<file path="config.mk">
export PLATFORM = sky130hd
export DESIGN_NAME = mc_main_control
export DESIGN_NICKNAME = d
export VERILOG_FILES = /design/src/rtl/mc_main_control_pkg.sv /design/src/rtl/mc_wait_timer.sv /design/src/rtl/mc_main_control.sv
export SDC_FILE = /design/constraint.sdc
export NUM_CORES = 1
export LEC_CHECK = 0
export CAP_MARGIN = 30
export CORE_MARGIN = 2
export CORE_UTILIZATION = 49
export DETAILED_ROUTE_END_ITERATION = 8
export PLACE_DENSITY = 0.8
export SYNTH_ARGS = -nofsm -noshare
export SYNTH_HDL_FRONTEND = slang
export SYNTH_SLANG_ARGS = --single-unit
export TNS_END_PERCENT = 20
</file>
<file path="constraint.sdc">
create_clock -name i_Clk -period 2 [get_ports i_Clk]
set_input_delay 0.2 -clock i_Clk [delete_from_list [all_inputs] [get_ports i_Clk]]
set_output_delay 0.2 -clock i_Clk [all_outputs]
set_load 0.02 [all_outputs]
</file>
<file path="src/rtl/mc_main_control_pkg.sv">
// Shared encodings for the multicycle main control FSM: RV32I opcodes,
// ALUOp codes, datapath mux selects, trap causes and the FSM state type.
// Ports: none (package).
package mc_main_control_pkg;

  // RV32I major opcodes (IR[6:0])
  localparam logic [6:0] OPC_LOAD   = 7'b0000011;
  localparam logic [6:0] OPC_STORE  = 7'b0100011;
  localparam logic [6:0] OPC_OP     = 7'b0110011;
  localparam logic [6:0] OPC_OP_IMM = 7'b0010011;
  localparam logic [6:0] OPC_LUI    = 7'b0110111;
  localparam logic [6:0] OPC_AUIPC  = 7'b0010111;
  localparam logic [6:0] OPC_BRANCH = 7'b1100011;
  localparam logic [6:0] OPC_JAL    = 7'b1101111;
  localparam logic [6:0] OPC_JALR   = 7'b1100111;

  // ALUOp into the ALU control decoder
  localparam logic [2:0] ALUOP_IL    = 3'b000;  // add (loads, stores, PC+4, targets)
  localparam logic [2:0] ALUOP_B     = 3'b001;  // subtract for branch compare
  localparam logic [2:0] ALUOP_R     = 3'b010;
  localparam logic [2:0] ALUOP_I     = 3'b011;
  localparam logic [2:0] ALUOP_LUI   = 3'b100;
  localparam logic [2:0] ALUOP_AUIPC = 3'b101;

  localparam logic [1:0] SRCA_PC     = 2'b00;
  localparam logic [1:0] SRCA_RS1    = 2'b01;
  localparam logic [1:0] SRCA_OLDPC  = 2'b10;
  localparam logic [1:0] SRCB_RS2    = 2'b00;
  localparam logic [1:0] SRCB_FOUR   = 2'b01;
  localparam logic [1:0] SRCB_IMM    = 2'b10;
  localparam logic [1:0] PCSRC_ALU    = 2'b00;
  localparam logic [1:0] PCSRC_ALUOUT = 2'b01;
  localparam logic [1:0] PCSRC_JALR   = 2'b10;
  localparam logic [1:0] M2R_ALUOUT  = 2'b00;
  localparam logic [1:0] M2R_MDR     = 2'b01;
  localparam logic [1:0] M2R_PC      = 2'b10;

  localparam logic [1:0] TRAP_NONE    = 2'b00;
  localparam logic [1:0] TRAP_ILLEGAL = 2'b01;
  localparam logic [1:0] TRAP_TIMEOUT = 2'b10;

  // Encoding 4'hF is deliberately unused; the FSM sends it to TRAP.
  typedef enum logic [3:0] {
    ST_RESET   = 4'd0,
    ST_FETCH   = 4'd1,
    ST_DECODE  = 4'd2,
    ST_EX_ADDR = 4'd3,
    ST_MEM_RD  = 4'd4,
    ST_MEM_WR  = 4'd5,
    ST_WB_MEM  = 4'd6,
    ST_EX_R    = 4'd7,
    ST_EX_I    = 4'd8,
    ST_EX_U    = 4'd9,
    ST_WB_ALU  = 4'd10,
    ST_EX_BR   = 4'd11,
    ST_EX_JAL  = 4'd12,
    ST_EX_JALR = 4'd13,
    ST_TRAP    = 4'd14
  } state_e;

endpackage

</file>
<file path="src/rtl/mc_wait_timer.sv">
// Memory wait-cycle counter with timeout compare.
// Latency: o_Expired is combinational from the registered count.
// Ports: i_Clk, i_Rst_n (async low), i_Clear (wins), i_Enable (count up), o_Expired.
module mc_wait_timer
  import mc_main_control_pkg::*;
#(
  parameter int MEM_TIMEOUT = 16
) (
  input  logic i_Clk,
  input  logic i_Rst_n,
  input  logic i_Clear,
  input  logic i_Enable,
  output logic o_Expired
);

  // Count never exceeds MEM_TIMEOUT-1: the FSM leaves the wait state there.
  localparam int W = (MEM_TIMEOUT > 1) ? $clog2(MEM_TIMEOUT) : 1;

  logic [W-1:0] r_count;

  always_ff @(posedge i_Clk or negedge i_Rst_n) begin
    if (!i_Rst_n) begin
      r_count <= '0;
    end else if (i_Clear) begin
      r_count <= '0;
    end else if (i_Enable) begin
      r_count <= r_count + W'(1);
    end
  end

  generate
    if (MEM_TIMEOUT > 0) begin : g_timeout_on
      assign o_Expired = (r_count == W'(MEM_TIMEOUT - 1));
    end else begin : g_timeout_off
      assign o_Expired = 1'b0;
    end
  endgenerate

endmodule

</file>
<file path="src/rtl/mc_main_control.sv">
// Multicycle RV32I main control FSM: FETCH/DECODE/EXECUTE/MEM/WB sequencing.
// Latency: 3 (BR/JAL/JALR), 4 (R/I/U/STORE), 5 (LOAD) cycles with zero-wait memory.
// Backpressure: stalls in FETCH/MEM states until i_MemReady; traps after MEM_TIMEOUT waits.
// Ports: i_Clk, i_Rst_n, i_Opcode, i_MemReady in; ALUOp, mux selects, write enables,
//        o_Retire pulse, o_RetireCount, o_TrapCause out.
module mc_main_control
  import mc_main_control_pkg::*;
#(
  parameter int MEM_TIMEOUT = 16,
  parameter int CNT_W       = 32
) (
  input  logic             i_Clk,
  input  logic             i_Rst_n,
  input  logic [6:0]       i_Opcode,
  input  logic             i_MemReady,
  output logic [2:0]       o_ALUOp,
  output logic [1:0]       o_ALUSrcA,
  output logic [1:0]       o_ALUSrcB,
  output logic [1:0]       o_PCSource,
  output logic [1:0]       o_MemtoReg,
  output logic             o_IorD,
  output logic             o_MemRead,
  output logic             o_MemWrite,
  output logic             o_IRWrite,
  output logic             o_PCWrite,
  output logic             o_PCWriteCond,
  output logic             o_RegWrite,
  output logic             o_Retire,
  output logic [CNT_W-1:0] o_RetireCount,
  output logic [1:0]       o_TrapCause
);

  state_e           r_state;
  logic [1:0]       r_trap_cause;
  logic [CNT_W-1:0] r_retire_cnt;

  logic w_mem_state;
  logic w_wait;
  logic w_expired;
  logic w_timeout;

  assign w_mem_state = (r_state == ST_FETCH) || (r_state == ST_MEM_RD) || (r_state == ST_MEM_WR);
  assign w_wait      = w_mem_state && !i_MemReady;
  assign w_timeout   = w_wait && w_expired;

  // Every non-waiting cycle either changes state or sits in TRAP, so clearing
  // whenever we are not stalled (or are about to trap) clears on each state change.
  mc_wait_timer #(
    .MEM_TIMEOUT(MEM_TIMEOUT)
  ) u_wait_timer (
    .i_Clk    (i_Clk),
    .i_Rst_n  (i_Rst_n),
    .i_Clear  (!w_wait || w_expired),
    .i_Enable (w_wait),
    .o_Expired(w_expired)
  );

  always_ff @(posedge i_Clk or negedge i_Rst_n) begin
    if (!i_Rst_n) begin
      r_state      <= ST_RESET;
      r_trap_cause <= TRAP_NONE;
      r_retire_cnt <= '0;
    end else begin
      if (o_Retire) begin
        r_retire_cnt <= r_retire_cnt + CNT_W'(1);
      end
      if (w_timeout) begin
        r_state      <= ST_TRAP;
        r_trap_cause <= TRAP_TIMEOUT;
      end else begin
        case (r_state)
          ST_RESET:  r_state <= ST_FETCH;
          ST_FETCH:  if (i_MemReady) r_state <= ST_DECODE;
          ST_DECODE: begin
            case (i_Opcode)
              OPC_LOAD, OPC_STORE: r_state <= ST_EX_ADDR;
              OPC_OP:              r_state <= ST_EX_R;
              OPC_OP_IMM:          r_state <= ST_EX_I;
              OPC_LUI, OPC_AUIPC:  r_state <= ST_EX_U;
              OPC_BRANCH:          r_state <= ST_EX_BR;
              OPC_JAL:             r_state <= ST_EX_JAL;
              OPC_JALR:            r_state <= ST_EX_JALR;
              default: begin
                r_state      <= ST_TRAP;
                r_trap_cause <= TRAP_ILLEGAL;
              end
            endcase
          end
          // Opcode is re-read from IR here rather than carried from DECODE.
          ST_EX_ADDR: r_state <= (i_Opcode == OPC_STORE) ? ST_MEM_WR : ST_MEM_RD;
          ST_MEM_RD:  if (i_MemReady) r_state <= ST_WB_MEM;
          ST_MEM_WR:  if (i_MemReady) r_state <= ST_FETCH;
          ST_EX_R, ST_EX_I, ST_EX_U:  r_state <= ST_WB_ALU;
          ST_WB_MEM, ST_WB_ALU, ST_EX_BR, ST_EX_JAL, ST_EX_JALR: r_state <= ST_FETCH;
          ST_TRAP:    r_state <= ST_TRAP;
          default: begin
            r_state      <= ST_TRAP;
            r_trap_cause <= TRAP_ILLEGAL;
          end
        endcase
      end
    end
  end

  // Outputs decode straight from the state so an async reset drops every
  // enable immediately; ready-qualified enables follow i_MemReady in-cycle.
  always_comb begin
    o_ALUOp       = ALUOP_IL;
    o_ALUSrcA     = SRCA_PC;
    o_ALUSrcB     = SRCB_RS2;
    o_PCSource    = PCSRC_ALU;
    o_MemtoReg    = M2R_ALUOUT;
    o_IorD        = 1'b0;
    o_MemRead     = 1'b0;
    o_MemWrite    = 1'b0;
    o_IRWrite     = 1'b0;
    o_PCWrite     = 1'b0;
    o_PCWriteCond = 1'b0;
    o_RegWrite    = 1'b0;
    o_Retire      = 1'b0;
    case (r_state)
      ST_FETCH: begin
        o_MemRead = 1'b1;
        o_ALUSrcB = SRCB_FOUR;
        o_IRWrite = i_MemReady;
        o_PCWrite = i_MemReady;
      end
      ST_DECODE: begin
        o_ALUSrcA = SRCA_OLDPC;
        o_ALUSrcB = SRCB_IMM;
      end
      ST_EX_ADDR, ST_EX_I: begin
        o_ALUSrcA = SRCA_RS1;
        o_ALUSrcB = SRCB_IMM;
        o_ALUOp   = (r_state == ST_EX_I) ? ALUOP_I : ALUOP_IL;
      end
      ST_MEM_RD: begin
        o_MemRead = 1'b1;
        o_IorD    = 1'b1;
      end
      ST_MEM_WR: begin
        o_MemWrite = 1'b1;
        o_IorD     = 1'b1;
        o_Retire   = i_MemReady;
      end
      ST_WB_MEM: begin
        o_RegWrite = 1'b1;
        o_MemtoReg = M2R_MDR;
        o_Retire   = 1'b1;
      end
      ST_EX_R: begin
        o_ALUSrcA = SRCA_RS1;
        o_ALUOp   = ALUOP_R;
      end
      ST_EX_U: begin
        o_ALUSrcA = SRCA_OLDPC;
        o_ALUSrcB = SRCB_IMM;
        o_ALUOp   = (i_Opcode == OPC_LUI) ? ALUOP_LUI : ALUOP_AUIPC;
      end
      ST_WB_ALU: begin
        o_RegWrite = 1'b1;
        o_Retire   = 1'b1;
      end
      ST_EX_BR: begin
        o_ALUSrcA     = SRCA_RS1;
        o_ALUOp       = ALUOP_B;
        o_PCWriteCond = 1'b1;
        o_PCSource    = PCSRC_ALUOUT;
        o_Retire      = 1'b1;
      end
      ST_EX_JAL: begin
        o_RegWrite = 1'b1;
        o_MemtoReg = M2R_PC;
        o_PCWrite  = 1'b1;
        o_PCSource = PCSRC_ALUOUT;
        o_Retire   = 1'b1;
      end
      ST_EX_JALR: begin
        o_ALUSrcA  = SRCA_RS1;
        o_ALUSrcB  = SRCB_IMM;
        o_RegWrite = 1'b1;
        o_MemtoReg = M2R_PC;
        o_PCWrite  = 1'b1;
        o_PCSource = PCSRC_JALR;
        o_Retire   = 1'b1;
      end
      default: ;
    endcase
  end

  assign o_RetireCount = r_retire_cnt;
  assign o_TrapCause   = r_trap_cause;

endmodule

</file>
==> results.yml <==
layout:
  instances_no_fill: 412
  fillCellCount: 428
  n_antenna_cell: 0
  drive_above_1_share: 0.1813
  final_area_sq_um: 3456
  most-common-layout-cells: "clkdlybuf4s50_1 (42), dfrtp_1 (42), xor2_1 (30), buf_4 (25), nand2_1 (21)"
  final_util: 0.6898
  final_nets: 353
  area_growth_pct: 37.76
sta:
  fin_crit_ps: 1991
  rsz0062_at_grt: "yes"
  finalHoldViolCount: 0
  final.setup.worst_slack_ps: 8.948
  tightest_slew_ps: 528.7
  clock_skew_ps: 8.807
  maxSlewHeadroom: 0.6467
  whs_ps: 324.0
  fin_tns_setup_ps: 0
  setup-violations-final: 0
  report.final.slew_viol_count: 0
  max_freq_mhz: 502.2
  period_share: 0.9955
min_path:
  min_path_type: "in -> async"
cts:
  cts_root_buffer: "clkbuf_8"
  numCtsBuffers: 5
  cts_tree: "built"
  clock_latency_ps: 290
  clkSinkCount: 42
  cts_max_path_buffers: 2
  cts_setup_buffers: 0
  path_clk_slew_ps: 80
  h-tree-depth: 2
global_route:
  track_usage: 0.2077
  grt_pass1_vias: 1978
  antenna_found_initial: 0
  grt_max_degree: 33
  overflow: 0
  grt_pass1_wl_mm: 9.108
power:
  power.leakage_nw: 1.615
  vdd_ir_drop_max_uv: 639.9
  power.density_nw_per_um2: 1069
  finalPower_mw: 3.694
floorplan:
  die_w_um: 75.55
  fp.dieArea_sq_um: 5708
  die_h_um: 75.55
  start_util: 0.5007
  rows: 26
  ioPinCount: 63
  coreArea_sq_um: 5010
logic_synthesis:
  synthDistinctLibCells: 50
  synthSimpleGateAreaFrac: 0.3217
  async_flop_share: 1.000
  synth_edf_count: 0
  synth_nets: 273
  synth_compound_area_frac: 0.08429
  netlist_area_sq_um: 2509
  ys.flop_type: "dfrtp_1"
  yosys.area_share.adder: 0.009975
  synth-seq-cells: 42
  synth_mux_area_frac: 0.008479
  synth_xor_area_frac: 0.1222
  synth_top_family_by_area: "simple AND/OR/NAND/NOR gates"
  synth.avg_cell_area_sq_um: 9.612
  synth-seq-area-share: 0.4190
  netlist_instances: 261
  yosysWarnings: 0
critical_path:
  r2r-start: "o_RetireCount[5]"
  start_kind: "register"
  startpoint: "o_RetireCount[5]"
  cp.arrival_ps: 2200
  cp.required_ps: 2210
  worst_setup_path_end_kind: "register"
  path_max_fanout: 14
  crit_type: "reg -> reg"
place:
  hpwlAfterDp_mm: 4.380
  place_worst_setup_slack_ps: 24.54
  place_congestion: 0.8336
  post_dp_cell_area_sq_um: 3346
  io_buffers: 62
  dpl.cell_count: 403
route:
  drc: 0
  wl_mm: 5.842
  ant_nets: 0
  num_vias: 2242
  drt_iter0_markers: 138
  viasPerCell: 5.442
  wire_per_inst_um: 14.18
  drt_first_pass_iters: 4
job:
  maxCapViolCount: 0
run_status:
  outcome: "finished, final reports clean"
[cells by family (layout without fill, tap and decap cells)]
group,after synthesis,in the layout
AO/OA/AOI/OAI,32,32
XOR/XNOR,35,35
adder cells (fa/ha/maj),2,2
buffers and inverters,19,100
flip-flops,42,42
multiplexers,2,2
AND/OR/NAND/NOR,129,129
[power by group]
group	internal, mW	leakage, nW	switching [mW]	total, mW
Clock	0.278	0.0482	0.271	0.550
Sequential	0.962	0.565	0.103	1.07
Combinational	0.839	1.00	1.24	2.08
Total	2.08	1.62	1.61	3.69
[final timing paths]
check,end,slack [ps],cells past startpoint
setup / recovery,o_RetireCount[28],9,5
hold / removal,o_RetireCount[20],320,2
setup reg to reg,o_RetireCount[28],9,5
hold reg to reg,o_RetireCount[31],460,1
max in group asynchronous,o_RetireCount[29],1160,3
min in group i_Clk,o_RetireCount[31],460,1
[cells in the mapped netlist, drive strengths merged (3+ instances only)]
master / count / area [sq um]
clkbuf: 8 / 30.03
nor2: 16 / 60.06
nor4: 23 / 215.2
inv: 4 / 15.01
a21oi: 5 / 25.02
nand2: 22 / 82.58
or2: 3 / 18.77
dfrtp: 42 / 1051
a31oi: 3 / 18.77
or4: 3 / 22.52
xor2: 30 / 262.8
nand3: 9 / 50.05
nand4: 10 / 62.56
o21ai: 9 / 45.04
and2: 6 / 37.54
and3: 4 / 25.02
nor3: 8 / 40.04
xnor2: 5 / 43.79
buf: 7 / 41.29
nand2b: 9 / 56.30
[flip-flops by register name, summed over array words and instances (netlist names)]
register,cells
r_state,4
o_RetireCount,32
o_TrapCause,2
u_wait_timer.r_count,4
[cell type report]
cell class	count	area, sq um	area share
tap	70	87.58	0.02534
sequential	42	1051	0.3041
multi-input combinational	200	1415	0.4095
timing repair buffer	88	795.8	0.2303
inverter	4	15.01	0.004345
clock inverter	1	5.005	0.001448
clock buffer	7	86.33	0.02498
[repair_timing]
| action | 4_1_cts | 5_1_grt |
|---|---|---|
| endpoints found under the setup margin | 18 | 13 |
| hold endpoints to repair | 12 | 0 |
| gates resized for setup | 21 | 10 |
| hold buffers | 1 | 0 |
[critical path, cell delays in order (launching register included)]
cell and delay (ps):
dfrtp_1 430, nand3_2 100, or4_1 560, buf_4 230, nor4_1 400, xor2_1 180
[routing by layer]
| metal | vias up | part of all wire | track usage | wire length (um) |
|---|---|---|---|---|
| li1 | 1103 | - | - | - |
| met1 | 1083 | 0.47 | 0.2990 | 2763 |
| met2 | 52 | 0.48 | 0.3295 | 2813 |
| met3 | 4 | 0.038 | 0.03571 | 223 |
| met4 | 0 | 0.0070 | 0.04873 | 41 |
| met5 | - | 0 | 0 | 0 |
Note: power is estimated with default switching activity, not from simulation.
